**src/rtl/video_timing_pkg.sv**
```systemverilog
// Mode table and helpers shared by the video timing generator.
package video_timing_pkg;

    localparam int MAX_MODES  = 4;
    localparam int MODE_IDX_W = 2;

    typedef struct packed {
        logic [15:0] h_act;
        logic [15:0] h_fp;
        logic [15:0] h_sw;
        logic [15:0] h_bp;
        logic [15:0] v_act;
        logic [15:0] v_fp;
        logic [15:0] v_sw;
        logic [15:0] v_bp;
        logic        pos_pol;
    } vt_mode_t;

    localparam vt_mode_t MODE_TABLE [MAX_MODES] = '{
        '{h_act: 16'd1280, h_fp: 16'd110, h_sw: 16'd40,  h_bp: 16'd220,
          v_act: 16'd720,  v_fp: 16'd5,   v_sw: 16'd5,   v_bp: 16'd20,  pos_pol: 1'b1},
        '{h_act: 16'd640,  h_fp: 16'd16,  h_sw: 16'd96,  h_bp: 16'd48,
          v_act: 16'd480,  v_fp: 16'd10,  v_sw: 16'd2,   v_bp: 16'd33,  pos_pol: 1'b0},
        '{h_act: 16'd1920, h_fp: 16'd88,  h_sw: 16'd44,  h_bp: 16'd148,
          v_act: 16'd1080, v_fp: 16'd4,   v_sw: 16'd5,   v_bp: 16'd36,  pos_pol: 1'b1},
        '{h_act: 16'd800,  h_fp: 16'd40,  h_sw: 16'd128, h_bp: 16'd88,
          v_act: 16'd600,  v_fp: 16'd1,   v_sw: 16'd4,   v_bp: 16'd23,  pos_pol: 1'b1}
    };

    function automatic int unsigned h_total(vt_mode_t m);
        return 32'(m.h_act) + 32'(m.h_fp) + 32'(m.h_sw) + 32'(m.h_bp);
    endfunction

    function automatic int unsigned v_total(vt_mode_t m);
        return 32'(m.v_act) + 32'(m.v_fp) + 32'(m.v_sw) + 32'(m.v_bp);
    endfunction

endpackage

```
**src/rtl/vt_axis.sv**
```systemverilog
// Combinational region decode for one timing axis (active and sync windows).
module vt_axis #(
    parameter int W = 12
) (
    input  logic [W-1:0] count,
    input  logic [W-1:0] act,
    input  logic [W-1:0] fp,
    input  logic [W-1:0] sw,
    output logic         active,
    output logic         sync
);

    logic [W:0] sync_start;
    logic [W:0] sync_end;

    // One extra bit so act+fp+sw cannot wrap when the back porch is empty.
    always_comb begin
        sync_start = {1'b0, act} + {1'b0, fp};
        sync_end   = sync_start + {1'b0, sw};
        active     = count < act;
        sync       = ({1'b0, count} >= sync_start) && ({1'b0, count} < sync_end);
    end

endmodule

```
**src/rtl/video_timing_gen.sv**
```systemverilog
// Multi-mode video timing generator: h/v counters, frame-boundary mode switch, registered outputs.
module video_timing_gen
    import video_timing_pkg::*;
#(
    parameter int NMODES = 4,
    parameter int H_W    = 12,
    parameter int V_W    = 11,
    parameter int FCNT_W = 16,
    localparam int MW    = (NMODES > 1) ? $clog2(NMODES) : 1
) (
    input  logic              pixel_clk_i,
    input  logic              rst_i,
    input  logic              en_i,
    input  logic [MW-1:0]     mode_i,
    output logic              hs_o,
    output logic              vs_o,
    output logic              de_o,
    output logic [H_W-1:0]    x_o,
    output logic [V_W-1:0]    y_o,
    output logic              sof_o,
    output logic              eol_o,
    output logic [FCNT_W-1:0] frame_cnt_o,
    output logic [MW-1:0]     mode_o,
    output logic              mode_ack_o
);

    localparam int NCHK = (NMODES < MAX_MODES) ? NMODES : MAX_MODES;

    generate
        if (NMODES < 1 || NMODES > MAX_MODES) begin : g_nmodes_chk
            $error("video_timing_gen: NMODES must be between 1 and %0d", MAX_MODES);
        end
        for (genvar i = 0; i < NCHK; i++) begin : g_width_chk
            if (longint'(h_total(MODE_TABLE[i])) > (longint'(1) << H_W)) begin : g_h
                $error("video_timing_gen: mode %0d horizontal total does not fit H_W", i);
            end
            if (longint'(v_total(MODE_TABLE[i])) > (longint'(1) << V_W)) begin : g_v
                $error("video_timing_gen: mode %0d vertical total does not fit V_W", i);
            end
        end
    endgenerate

    logic [H_W-1:0]        h_cnt;
    logic [V_W-1:0]        v_cnt;
    logic [MW-1:0]         cur_mode;
    logic                  ack_pend;

    logic [MODE_IDX_W-1:0] mode_idx;
    vt_mode_t              m;
    logic [H_W-1:0]        h_act, h_fp, h_sw, h_last;
    logic [V_W-1:0]        v_act, v_fp, v_sw, v_last;
    logic                  h_active, h_sync, v_active, v_sync;
    logic                  h_wrap, v_wrap, mode_ok;

    always_comb begin
        mode_idx = MODE_IDX_W'(cur_mode);
        m        = MODE_TABLE[mode_idx];
        h_act    = H_W'(m.h_act);
        h_fp     = H_W'(m.h_fp);
        h_sw     = H_W'(m.h_sw);
        h_last   = H_W'(h_total(m) - 1);
        v_act    = V_W'(m.v_act);
        v_fp     = V_W'(m.v_fp);
        v_sw     = V_W'(m.v_sw);
        v_last   = V_W'(v_total(m) - 1);
        h_wrap   = h_cnt == h_last;
        v_wrap   = v_cnt == v_last;
        mode_ok  = ({1'b0, mode_i} < (MW+1)'(NMODES)) && (mode_i != cur_mode);
    end

    vt_axis #(.W(H_W)) u_h_axis (
        .count  (h_cnt),
        .act    (h_act),
        .fp     (h_fp),
        .sw     (h_sw),
        .active (h_active),
        .sync   (h_sync)
    );

    vt_axis #(.W(V_W)) u_v_axis (
        .count  (v_cnt),
        .act    (v_act),
        .fp     (v_fp),
        .sw     (v_sw),
        .active (v_active),
        .sync   (v_sync)
    );

    always_ff @(posedge pixel_clk_i) begin
        if (rst_i) begin
            h_cnt       <= '0;
            v_cnt       <= '0;
            cur_mode    <= '0;
            ack_pend    <= 1'b0;
            hs_o        <= 1'b0;
            vs_o        <= 1'b0;
            de_o        <= 1'b0;
            x_o         <= '0;
            y_o         <= '0;
            sof_o       <= 1'b0;
            eol_o       <= 1'b0;
            frame_cnt_o <= '0;
            mode_o      <= '0;
            mode_ack_o  <= 1'b0;
        end else if (en_i) begin
            hs_o       <= h_sync ~^ m.pos_pol;
            vs_o       <= v_sync ~^ m.pos_pol;
            de_o       <= h_active && v_active;
            x_o        <= h_cnt;
            y_o        <= v_cnt;
            sof_o      <= (h_cnt == '0) && (v_cnt == '0);
            eol_o      <= (h_cnt == h_act - H_W'(1)) && v_active;
            mode_o     <= cur_mode;
            mode_ack_o <= ack_pend;
            ack_pend   <= 1'b0;
            // The mode register only moves on the boundary edge, so the next (0,0) is the first state using it.
            if (h_wrap) begin
                h_cnt <= '0;
                if (v_wrap) begin
                    v_cnt       <= '0;
                    frame_cnt_o <= frame_cnt_o + FCNT_W'(1);
                    if (mode_ok) begin
                        cur_mode <= mode_i;
                        ack_pend <= 1'b1;
                    end
                end else begin
                    v_cnt <= v_cnt + V_W'(1);
                end
            end else begin
                h_cnt <= h_cnt + H_W'(1);
            end
        end else begin
            sof_o      <= 1'b0;
            eol_o      <= 1'b0;
            mode_ack_o <= 1'b0;
        end
    end

endmodule

```
**config.mk**
```make
export PLATFORM = sky130hd
export DESIGN_NAME = video_timing_gen
export DESIGN_NICKNAME = d
export VERILOG_FILES = /design/src/rtl/video_timing_pkg.sv /design/src/rtl/vt_axis.sv /design/src/rtl/video_timing_gen.sv
export SDC_FILE = /design/constraint.sdc
export NUM_CORES = 1
export LEC_CHECK = 0
export BUFFER_PORTS_ARGS = -buffer_cell sky130_fd_sc_hd__buf_2
export CAP_MARGIN = 25
export CORE_MARGIN = 4
export CORE_UTILIZATION = 25
export CTS_CLUSTER_SIZE = 12
export DETAILED_ROUTE_END_ITERATION = 7
export PLACE_DENSITY = 0.44
export SETUP_SLACK_MARGIN = 0.4
export SLEW_MARGIN = 0
export SYNTH_ARGS = -nofsm -noshare
export SYNTH_HDL_FRONTEND = slang
export SYNTH_SLANG_ARGS = --single-unit
```
**constraint.sdc**
```tcl
create_clock -name pixel_clk_i -period 3.3 [get_ports pixel_clk_i]
set_clock_uncertainty 0.2 [all_clocks]
set_input_delay 0.495 -clock pixel_clk_i [delete_from_list [all_inputs] [get_ports pixel_clk_i]]
set_output_delay 0.495 -clock pixel_clk_i [all_outputs]
set_load 0.02 [all_outputs]
```
# Word level (Yosys, flattened, before mapping)
# Index checks and enable logic that the tools add are counted.
# word_totals
register_bits	73
latch_bits	0
mem_bits_rw	0
mem_bits_ro	0
input_bits	5
out_inout_bits	47
elab_cells	64
memories	0
# classes
addsub	16
mul	0
div_mod_pow	0
n_lt_le_gt_ge	7
n_eq_ne	4
shifts	0
mux	8
bitwise_logic	4
reduce_logical	11
# op_table
op	count
$bmux 129 s2	1
$mux 125	2
$add 12x12->12	3
$add 11x11->11	3
$eq 12x12->1	2
$sub 12x1->12 const B	2
$add 16x1->16 const B	1
$add 12x12->13	1
$add 13x12->13	1
$ge 12x13->1	1
$lt 12x13->1	1
$add 11x11->12	1
$add 12x1->12 const B	1
$add 12x11->12	1
$ge 11x12->1	1
$logic_not 12->1	1
$lt 11x12->1	1
$lt 12x12->1	1
$mux 12	1
$add 11x1->11 const B	1
$eq 11x11->1	1
$logic_not 11->1	1
$lt 11x11->1	1
$mux 11	1
other kinds (12)	19

# Logic depth before layout (Yosys ltp)
# Gate-level depths: netlist (run 1).
# logic_depth
depth_word	11
depth_mapped	14
mapped_depth_nobuf	12

# By module
# A second synthesis (run 1) with hierarchy kept.
# unflattened
hier_cells	889
hier_area_um2	7370.8
# by_module_without_submodules
module	n_inst	cells_per_inst	area_per_inst_um2	seq_area_each_um2
video_timing_gen	1	442	3842.4	1461.4
vt_axis at u_h_axis	1	232	1840.5	0.0
vt_axis at u_v_axis	1	215	1687.9	0.0

# Worst setup path after synthesis (run 1)
# OpenSTA, ideal clock, no wires.
# synth_timing
path_type	reg-to-reg
from	reg cur_mode[1]
to	reg vs_o
setup_time_ns	0.086
t_arrival_ns	2.921
slack_ns	0.093
stages_incl_launch_ff	12
n_path_buf	1
synth_period_minus_slack_ns	3.207
path_cell_list	dfxtp_1 -> buf_2 -> inv_1 -> ha_1 -> inv_1 -> ha_1 -> or3b_2 -> a221o_1 -> a21oi_1 -> a221oi_1 -> xnor2_1 -> a211oi_1
# synth_between
elab_chain_len	9
elab_cells_between_ends	10
classes_between	2 x add/sub; 2 x order compare; 3 x mux; 2 x bitwise; 1 x reduce/logical
# synth_lines
element	line_no	rtl
start, declared	video_timing_gen.sv:45	logic [MW-1:0] cur_mode;
start signal, assigned	video_timing_gen.sv:123	cur_mode <= mode_i;
$not 2->3 (not written as such) *	video_timing_gen.sv:57	m = MODE_TABLE[mode_idx];
$bmux 129 s2 *	video_timing_gen.sv:57	
$mux 125 (not written as such) * (2 in series)	video_timing_gen.sv:57	
$add 11x11->12	vt_axis.sv:18	sync_start = {1'b0, act} + {1'b0, fp};
$add 12x11->12	vt_axis.sv:19	sync_end = sync_start + {1'b0, sw};
$lt 11x12->1	vt_axis.sv:21	sync = ({1'b0, count} >= sync_start) && ({1'b0, count} < sync_end);
$logic_and 1x1->1	vt_axis.sv:21	
$xnor 1x1->1 *	video_timing_gen.sv:107	vs_o <= v_sync ~^ m.pos_pol;
end signal, assigned	video_timing_gen.sv:107	
end, declared	video_timing_gen.sv:16	output logic vs_o,
# Every way passes the cells marked *; elsewhere a longest branch is shown, timed or not. The select of a mux whose other input is x is not followed.
# A chain may end at the register's enable or synchronous reset.

# Worst setup path in the final report (run 1)
# layout_timing
from	reg cur_mode[0]
to	reg frame_cnt_o[10]
# layout_between
elab_chain_len	10
elab_cells_between_ends	15
classes_between	8 x add/sub; 2 x eq/ne; 3 x mux; 1 x bitwise; 1 x reduce/logical
# layout_lines
element	line_no	rtl
$not 2->3 (not written as such) *	video_timing_gen.sv:57	
$bmux 129 s2 *	video_timing_gen.sv:57	
$mux 125 (not written as such) * (2 in series)	video_timing_gen.sv:57	
$add 12x12->12 / $add 11x11->11 (equally long branches) (3 in series)	video_timing_pkg.sv:31, video_timing_pkg.sv:35	
$sub 12x1->12 / $sub 11x1->11 (equally long branches)	video_timing_gen.sv:61, video_timing_gen.sv:65	
$eq 12x12->1 / $eq 11x11->1 (equally long branches)	video_timing_gen.sv:66, video_timing_gen.sv:67	
$reduce_and 3->1 (no line) *	n/a	
end signal, assigned	video_timing_gen.sv:121	frame_cnt_o <= frame_cnt_o + FCNT_W'(1);
end, declared	video_timing_gen.sv:22	output logic [FCNT_W-1:0] frame_cnt_o,
# Marks and branches as above.

==> flow_summary.json, run 1 <==
{
  "status": "completed",
  "gr-total-overflow": 0,
  "synth_area_per_cell_um2": 8.78,
  "final_hold_viol_count": 0,
  "utilization_pct": 31.7,
  "fmax_ghz": 0.350,
  "place.gp.congestion": 0.856,
  "synth_nets": 608,
  "synth_edf_count": 0,
  "grt_first_pass_wirelength_um": 22300,
  "cts_tree": "built",
  "min_from": "mode_i[0]",
  "startpoint": "cur_mode[0]$_SDFFE_PP0P_",
  "worstSetupEndpointType": "flip-flop",
  "grt_start_max_net_pins": 41,
  "clk-insertion-delay-late_ns": 0.34,
  "synthArstFlopShare_pct": 0,
  "p_per_area_nw_per_um2": 344,
  "reg2reg_from": "cur_mode[0]$_SDFFE_PP0P_",
  "finalCritPeriodShare_pct": 86.6,
  "dp_hpwl_um": 10100,
  "most-common-layout-cells": "79 x nor2_1, 71 x dfxtp_1, 53 x ha_1",
  "n_antenna_cell": 0,
  "path_max_fanout": 8,
  "crit_required_ns": 3.32,
  "finalInstanceArea_um2": 5910,
  "antenna_found_initial": 0,
  "viasPerCell": 4.84,
  "numCtsBuffers": 9,
  "peakVddDrop_v": 0.000203,
  "p_leak_uw": 0.00258,
  "layout_commonest_cell": "nor2_1",
  "rows": 50,
  "cp.arrival_ns": 2.87,
  "hold_buffers": 0,
  "crit_chain": "inv_8 -> ha_4 -> inv_2 -> ha_4 -> and3_4 -> nand4_1 -> or4b_4 -> buf_6 -> nor4_2 -> xnor2_1 -> nor2_1",
  "grt_pass1_vias": 4128,
  "start_kind": "flip-flop",
  "dieArea_um2": 21200,
  "track_usage_pct": 13.0,
  "ys_ff_latch": 73,
  "cpMaxStageDelayCell": "or4b_4",
  "yosysUniqueCellTypes": 54,
  "worst_slew_pin_slew_ns": 0.614,
  "clockRootBuffer": "clkbuf_16",
  "wire_per_inst_um": 16.3,
  "r2r_setup_slack_ns": 0.44,
  "post_dp_cell_area_um2": 5350,
  "rsz0062_at_grt": "yes",
  "setup_viol": 0,
  "cts_buffer_depth": 2,
  "drive_gt1_share_pct": 22.1,
  "dp_slack_ns": 0.182,
  "route.detailed.drc": 0,
  "max_slew_margin_pct": 59.1,
  "pin_count": 52,
  "critPathMostFrequentCell": "ha_4",
  "whs_ns": 0.221,
  "fin_tns_setup_ns": 0,
  "syn_to_final_growth_pct": 24.8,
  "drt_pass1_iterations": 6,
  "max_stage_delay_ns": 0.66,
  "fin_nets": 674,
  "maxCapViolations": 0,
  "syn_area_um2": 4730,
  "yosys-top-cells-area": "dfxtp_1 31%, ha_1 17%, mux2i_1 6.3%",
  "cts.sinks": 73,
  "synth_top_flop_cell": "dfxtp_1",
  "holdCritPathClass": "input pin to flip-flop",
  "final_max_slew_viol_count": 0,
  "cp_num_buf_inv": 3,
  "syn_inst": 539,
  "synth_top_area_share_pct": 30.9,
  "drt_wl_total_um": 13700,
  "ant_nets": 0,
  "initial_utilization_pct": 25.4,
  "yosysWarnings": 0,
  "fp.dieW_um": 146,
  "drtIter0Drc": 159,
  "fp.coreArea_um2": 18600,
  "ys_seq_area_share_pct": 30.9,
  "yosys.area.top_type": "dfxtp_1",
  "path_class": "flip-flop to flip-flop",
  "cts.clk_slew.worst_paths_ns": 0.06,
  "num-fill-cells": 1983,
  "htree_levels": 3,
  "post-route-min-period_ns": 2.86,
  "cp_top_family": "simple AND/OR/NAND/NOR gates",
  "port_buffers": 51,
  "vias": 4081,
  "die_h_um": 146,
  "setup_slack_ns": 0.444
}
per-stage QoR:
step / cells / power (uW)
floorplan: 539 / 963
global placement: 817 / 986
detailed placement: 817 / 986
CTS: 841 / 2070
global route: 844 / 2110
finish: 844 / 2030
timing repair:
item	CTS	global route
endpoints found under the hold margin	0	0
buffers inserted	8	3
pin swaps	4	10
gates resized for setup	9	21
setup endpoints to repair	24	24
kinds of logic after synthesis:
group | synth area share, %
AOI/OAI and AO/OA | 8.59
adders and majority gates | 16.9
xor gates and xnor gates | 9.97
DFF | 30.9
muxes | 6.34
buffers and inverters | 4.63
and+or+nand+nor | 22.7
Yosys cell counts, types with 3 or more instances:
master,instances
ha_1,64
or3_1,3
a211oi_1,3
o2111ai_1,3
dfxtp_1,73
a31oi_1,4
nand2b_1,9
o21ai_0,13
nand3_1,19
mux2i_1,30
nor3_1,15
nor2_1,80
xnor2_1,30
nand2_1,23
nor2b_1,3
and3_1,11
buf_1,5
buf_2,5
a21o_1,6
nor4_1,6
nand4_1,11
nor4_2,5
inv_1,27
clkbuf_1,12
and4_1,5
xor2_1,22
a21oi_1,16
path summary, 6_finish.rpt:
kind | cells past startpoint | endpoint
worst max-delay path | 11 | frame_cnt_o[10]$_SDFFE_PP0P_
worst min-delay path | 3 | cur_mode[0]$_SDFFE_PP0P_
worst max register to register | 11 | frame_cnt_o[10]$_SDFFE_PP0P_
worst min register to register | 2 | mode_ack_o$_SDFF_PP0_
report_power, final:
group	internal, uW	total (uW)	switching [uW]	leakage [uW]
registers	887	894	7.21	0.000591
clock network	681	1060	382	0.000159
logic	26.2	73.5	47.3	0.00183
total	1590	2030	437	0.00258
cell type report:
type                       instances  area [um2]  share of cell area (%)
inverter                          27         114                    1.93
clock buffer                      11         243                    4.11
clock inverter                     5        78.8                    1.33
tap                              234         293                    4.96
sequential                        73        1470                    24.9
multi-input combinational        413        3220                    54.6
timing repair buffer              81         488                    8.26
sequential cells by signal, summed over array words and instances, names as in the netlist, 2 cells and up:
register	flops
h_cnt	12
mode_o	2
frame_cnt_o	16
cur_mode	2
y_o	11
v_cnt	11
x_o	12
worst register-to-register path, delay by kind of cell (launching register included):
kind / cells / cell delay [ns]
flip-flops: 1 / 0.38
AND/OR/NAND/NOR: 5 / 1.29
XOR/XNOR: 1 / 0.15
adder cells (fa/ha/maj): 2 / 0.40
buffers and inverters: 3 / 0.32
metal layers:
| metal | routed length (um) | part of all wire (%) | GRT usage, % |
|---|---|---|---|
| met5 | 0 | 0 | 0 |
| met4 | 255 | 1.9 | 4.56 |
| met2 | 6430 | 47 | 21.4 |
| met1 | 6400 | 47 | 16.8 |
| met3 | 641 | 4.7 | 2.99 |
Power figures use the tool's default switching activity.
==> run 2: changes to the inputs <==
- PLACE_DENSITY: 0.44 -> 0.47
==> flow_summary.json, run 2 (same netlist as run 1, synthesis figures left out) <==
{
  "cp.arrival_ns": 2.89,
  "dieArea_um2": 21200,
  "dp.cells": 821,
  "crit_end": "frame_cnt_o[15]$_SDFFE_PP0P_",
  "ant_nets": 0,
  "viasPerCell": 4.76,
  "gr-total-overflow": 0,
  "clk-insertion-delay-late_ns": 0.34,
  "dp_hpwl_um": 10000,
  "maxCapViolations": 0,
  "finalInstanceArea_um2": 5950,
  "wire_per_inst_um": 15.9,
  "initial_utilization_pct": 25.4,
  "antenna_found_initial": 0,
  "worst_slew_pin_slew_ns": 0.538,
  "fin_tns_setup_ns": 0,
  "grt_start_max_net_pins": 40,
  "most-common-layout-cells": "79 x nor2_1, 71 x dfxtp_1, 54 x ha_1",
  "regMostFlops": "frame_cnt_o",
  "largestRegisters": "frame_cnt_o x16, h_cnt x12, x_o x12",
  "pin_count": 52,
  "drive_gt1_share_pct": 23.5,
  "grt_pass1_vias": 4142,
  "post_dp_cell_area_um2": 5380,
  "r2r-end": "frame_cnt_o[15]$_SDFFE_PP0P_",
  "drt_wl_total_um": 13500,
  "path_max_fanout": 8,
  "final_max_slew_viol_count": 0,
  "cts_tree": "built",
  "fp.coreArea_um2": 18600,
  "finalCritPeriodShare_pct": 86.7,
  "track_usage_pct": 12.9,
  "p_per_area_nw_per_um2": 316,
  "finalNonFillerCells": 851,
  "fmax_ghz": 0.350,
  "syn_to_final_growth_pct": 25.6,
  "status": "completed",
  "grt_first_pass_wirelength_um": 22400,
  "post-route-min-period_ns": 2.86,
  "place.gp.congestion": 0.883,
  "layout_commonest_cell": "nor2_1",
  "drt_pass1_iterations": 4,
  "start_kind": "flip-flop",
  "port_buffers": 51,
  "setup_viol": 0,
  "rsz0062_at_grt": "yes",
  "die_h_um": 146,
  "drtIter0Drc": 204,
  "vias": 4054,
  "cts.sinks": 73,
  "rows": 50,
  "fin_nets": 681,
  "r2r_setup_slack_ns": 0.44,
  "final_hold_viol_count": 0,
  "cts.clk_slew.worst_paths_ns": 0.06,
  "cts_buffer_depth": 2,
  "crit_required_ns": 3.33,
  "holdCritPathClass": "flip-flop to flip-flop",
  "reg2reg_from": "cur_mode[0]$_SDFFE_PP0P_",
  "route.detailed.drc": 0,
  "path_class": "flip-flop to flip-flop",
  "clockRootBuffer": "clkbuf_16",
  "fp.dieW_um": 146,
  "largest_reg_flops": 16,
  "worstSetupEndpointType": "flip-flop",
  "reg2reg_depth": 11,
  "max_slew_margin_pct": 64.1,
  "numCtsBuffers": 9,
  "peakVddDrop_v": 0.000261,
  "hold_depth": 2,
  "startpoint": "cur_mode[0]$_SDFFE_PP0P_",
  "n_antenna_cell": 0,
  "htree_levels": 3,
  "p_leak_uw": 0.00261
}
-- run 2: report_power, final --
part / internal (uW) / switching [uW] / total [uW]
Combinational: 26.1 / 48.4 / 74.5
Sequential: 886 / 7.45 / 894
Clock: 511 / 400 / 911
-- run 2: cell type report --
class                   instances  area [um2]
multi-input cells             413        3240
clock inverters                 6        42.5
well taps                     234         293
flip-flops and latches         73        1470
fillers                      1972       12700
clock buffers                  10         229
inverters                      27         114
repair buffers                 88         557
-- run 2: timing repair --
| action | 4_1_cts | 5_1_grt |
|---|---|---|
| gates resized for setup | 16 | 21 |
| setup buffers | 9 | 5 |
| setup endpoints to repair | 27 | 30 |
| cloned | 0 | 0 |
| pin swaps | 4 | 17 |
| hold buffers | 0 | 0 |
-- run 2: worst min-delay path by stage --
stage	endpoint	slack, ns	start
2_1_floorplan	mode_ack_o$_SDFF_PP0_	0.21	ack_pend$_SDFFE_PP0P_
3_3_place_gp	mode_ack_o$_SDFF_PP0_	0.24	ack_pend$_SDFFE_PP0P_
3_5_place_dp	mode_ack_o$_SDFF_PP0_	0.24	ack_pend$_SDFFE_PP0P_
4_1_cts	cur_mode[1]$_SDFFE_PP0P_	0.23	mode_i[1]
5_1_grt	cur_mode[1]$_SDFFE_PP0P_	0.24	mode_i[1]
6_report	mode_ack_o$_SDFF_PP0_	0.24	ack_pend$_SDFFE_PP0P_
-- run 2: stage by stage --
stage	util, %	hold WS [ns]	total power (uW)	setup WS (ns)
after global placement	28.9	0.242	990	0.256
final	31.9	0.235	1880	0.440
after global routing	31.9	0.243	1950	0.345
after CTS	31.1	0.226	1920	0.403
after floorplan	-	0.209	963	0.399
after detailed placement	28.9	0.241	990	0.212
-- run 2: worst max-delay path, stage by stage, from the launching register on --
cell     delay [ns]
dfxtp_4        0.36
inv_6          0.09
ha_2           0.19
inv_2          0.06
ha_4           0.27
and3_4         0.18
nand4_1        0.08
or4b_4         0.62
nor4_4         0.29
buf_4          0.18
a21oi_1        0.06
a31o_1         0.17
-- run 2: layer usage --
layer  share of wire [%]  GRT usage (%)  up-vias
met5                   0              0        -
met4                 1.9           4.70        0
met3                 3.5           2.55       16
li1                    -              -     2041
met1                  45           16.4     1918
met2                  49           21.5       79
==> run 3: changes to the inputs <==
- PLACE_DENSITY: 0.47 -> 0.46
- clock period: 3.3 -> 3.42 ns (I/O delays scaled with it)
==> flow_summary.json, run 3 (same netlist as run 1, synthesis figures left out) <==
{
  "p_clk_share_pct": 50.2,
  "r2r-end": "frame_cnt_o[5]$_SDFFE_PP0P_",
  "viasPerCell": 4.76,
  "hold_end": "mode_ack_o$_SDFF_PP0_",
  "rows": 50,
  "fmax_ghz": 0.345,
  "drt_wl_total_um": 13600,
  "p_per_area_nw_per_um2": 318,
  "p_leak_uw": 0.00260,
  "power_uw": 1870,
  "track_usage_pct": 12.8,
  "max_slew_margin_pct": 62.5,
  "holdCritPathClass": "flip-flop to flip-flop",
  "antenna_found_initial": 0,
  "maxCapViolations": 0,
  "most-common-layout-cells": "79 x nor2_1, 72 x dfxtp_1, 57 x ha_1",
  "finalInstanceArea_um2": 5900,
  "regMostFlops": "frame_cnt_o",
  "power_frac_comb_pct": 3.8,
  "grt_first_pass_wirelength_um": 21900,
  "hold_depth": 2,
  "crit_required_ns": 3.44,
  "place.gp.congestion": 0.831,
  "route.detailed.drc": 0,
  "gr-total-overflow": 0,
  "grt_start_max_net_pins": 33,
  "port_buffers": 51,
  "initial_utilization_pct": 25.4,
  "pin_count": 52,
  "cts.sinks": 73,
  "setup_viol": 0,
  "final_max_slew_viol_count": 0,
  "dp_hpwl_um": 10100,
  "vias": 4050,
  "grt_pass1_vias": 4092,
  "post-route-min-period_ns": 2.90,
  "finalCritPeriodShare_pct": 84.9,
  "final_hold_viol_count": 0,
  "cts_buffer_depth": 2,
  "largestRegisters": "frame_cnt_o x16, h_cnt x12, x_o x12",
  "ant_nets": 0,
  "hold_buffers": 0,
  "peakVddDrop_v": 0.000182,
  "fin_tns_setup_ns": 0,
  "largest_reg_flops": 16,
  "drive_gt1_share_pct": 21.8,
  "worstSetupEndpointType": "flip-flop",
  "drtIter0Drc": 171,
  "cts.clk_slew.worst_paths_ns": 0.06,
  "fp.dieW_um": 146,
  "cts_tree": "built",
  "status": "completed",
  "clockRootBuffer": "clkbuf_16",
  "start_kind": "flip-flop",
  "layout_commonest_cell": "nor2_1",
  "p_seq_share_pct": 46.0,
  "clk-insertion-delay-late_ns": 0.34,
  "rsz0062_at_grt": "no",
  "worst_slew_pin_slew_ns": 0.562,
  "path_class": "flip-flop to flip-flop",
  "numCtsBuffers": 9,
  "utilization_pct": 31.6,
  "die_h_um": 146,
  "power.internal_uw": 1450,
  "fp.coreArea_um2": 18600,
  "fin_nets": 680,
  "wire_per_inst_um": 16.0,
  "dieArea_um2": 21200,
  "path_max_fanout": 6,
  "sw_frac_of_total_pct": 22.7,
  "htree_levels": 3,
  "syn_to_final_growth_pct": 24.6,
  "min_from": "ack_pend$_SDFFE_PP0P_",
  "drt_pass1_iterations": 4,
  "reg2reg_depth": 11,
  "cp.arrival_ns": 2.92,
  "r2r_setup_slack_ns": 0.52,
  "n_antenna_cell": 0,
  "p_sw_uw": 426,
  "post_dp_cell_area_um2": 5320,
  "reg2reg_from": "cur_mode[1]$_SDFFE_PP0P_"
}
## run 3: cell count changes in the layout (fill, tap and decap cells not counted), sizes merged
cell	change
bufinv	+1
or2	+1
clkbuf	+1
clkinv	-1
buf	-3
## run 3: through the flow
step                std cells  hold WS (ns)  setup WS, ns
floorplan                 539         0.209         0.355
global placement          818         0.228         0.209
detailed placement        818         0.232         0.124
CTS                       842         0.228         0.401
global route              850         0.258         0.403
finish                    850         0.236         0.518
## run 3: final cells by class
class,instances,area [um2]
Fill cell,1970,12700
Multi-Input combinational cell,414,3180
Sequential cell,73,1470
Timing Repair Buffer,86,563
Tap cell,234,293
Clock buffer,10,229
Inverter,27,104
Clock inverter,6,67.6
## run 3: per-layer routing
layer	global-route usage (%)	part of all wire, %
met1	16.1	47
met4	4.56	1.9
met2	21.4	47
met5	0	0
met3	2.93	4.2
## run 3: how the worst max path moves through the flow
stage / from / end / depth (start not counted)
floorplan: cur_mode[1]$_SDFFE_PP0P_ / vs_o$_SDFFE_PP0P_ / 11
global placement: cur_mode[1]$_SDFFE_PP0P_ / v_cnt[10]$_SDFFE_PP0P_ / 10
detailed placement: cur_mode[1]$_SDFFE_PP0P_ / v_cnt[2]$_SDFFE_PP0P_ / 10
CTS: cur_mode[0]$_SDFFE_PP0P_ / vs_o$_SDFFE_PP0P_ / 11
global route: cur_mode[1]$_SDFFE_PP0P_ / hs_o$_SDFFE_PP0P_ / 12
finish: cur_mode[1]$_SDFFE_PP0P_ / frame_cnt_o[5]$_SDFFE_PP0P_ / 11
## run 3: critical path, stage by stage, from the launching register on
cell	delay (ns)
dfxtp_4	0.40
buf_8	0.12
ha_2	0.17
inv_2	0.06
ha_4	0.27
and3_4	0.18
nand4_1	0.10
or4b_4	0.60
buf_12	0.19
nor4_4	0.28
xnor2_1	0.15
nor2_1	0.05
## run 3: timing repair
action | 4_1_cts | 5_1_grt
resized for setup | 10 | 18
endpoints found under the setup margin | 32 | 27
cloned | 0 | 2
buffers inserted | 8 | 6
pin swaps | 2 | 5
endpoints found under the hold margin | 0 | 0
## run 3: power by group through the flow
| stage | Clock (uW) | Sequential, uW | Combinational (uW) |
|---|---|---|---|
| floorplan | 0 | 886 | 43.8 |
| global placement | 0 | 883 | 69.2 |
| detailed placement | 0 | 883 | 70.3 |
| CTS | 974 | 863 | 70.3 |
| global route | 1010 | 864 | 79.3 |
| finish | 941 | 863 | 70.8 |
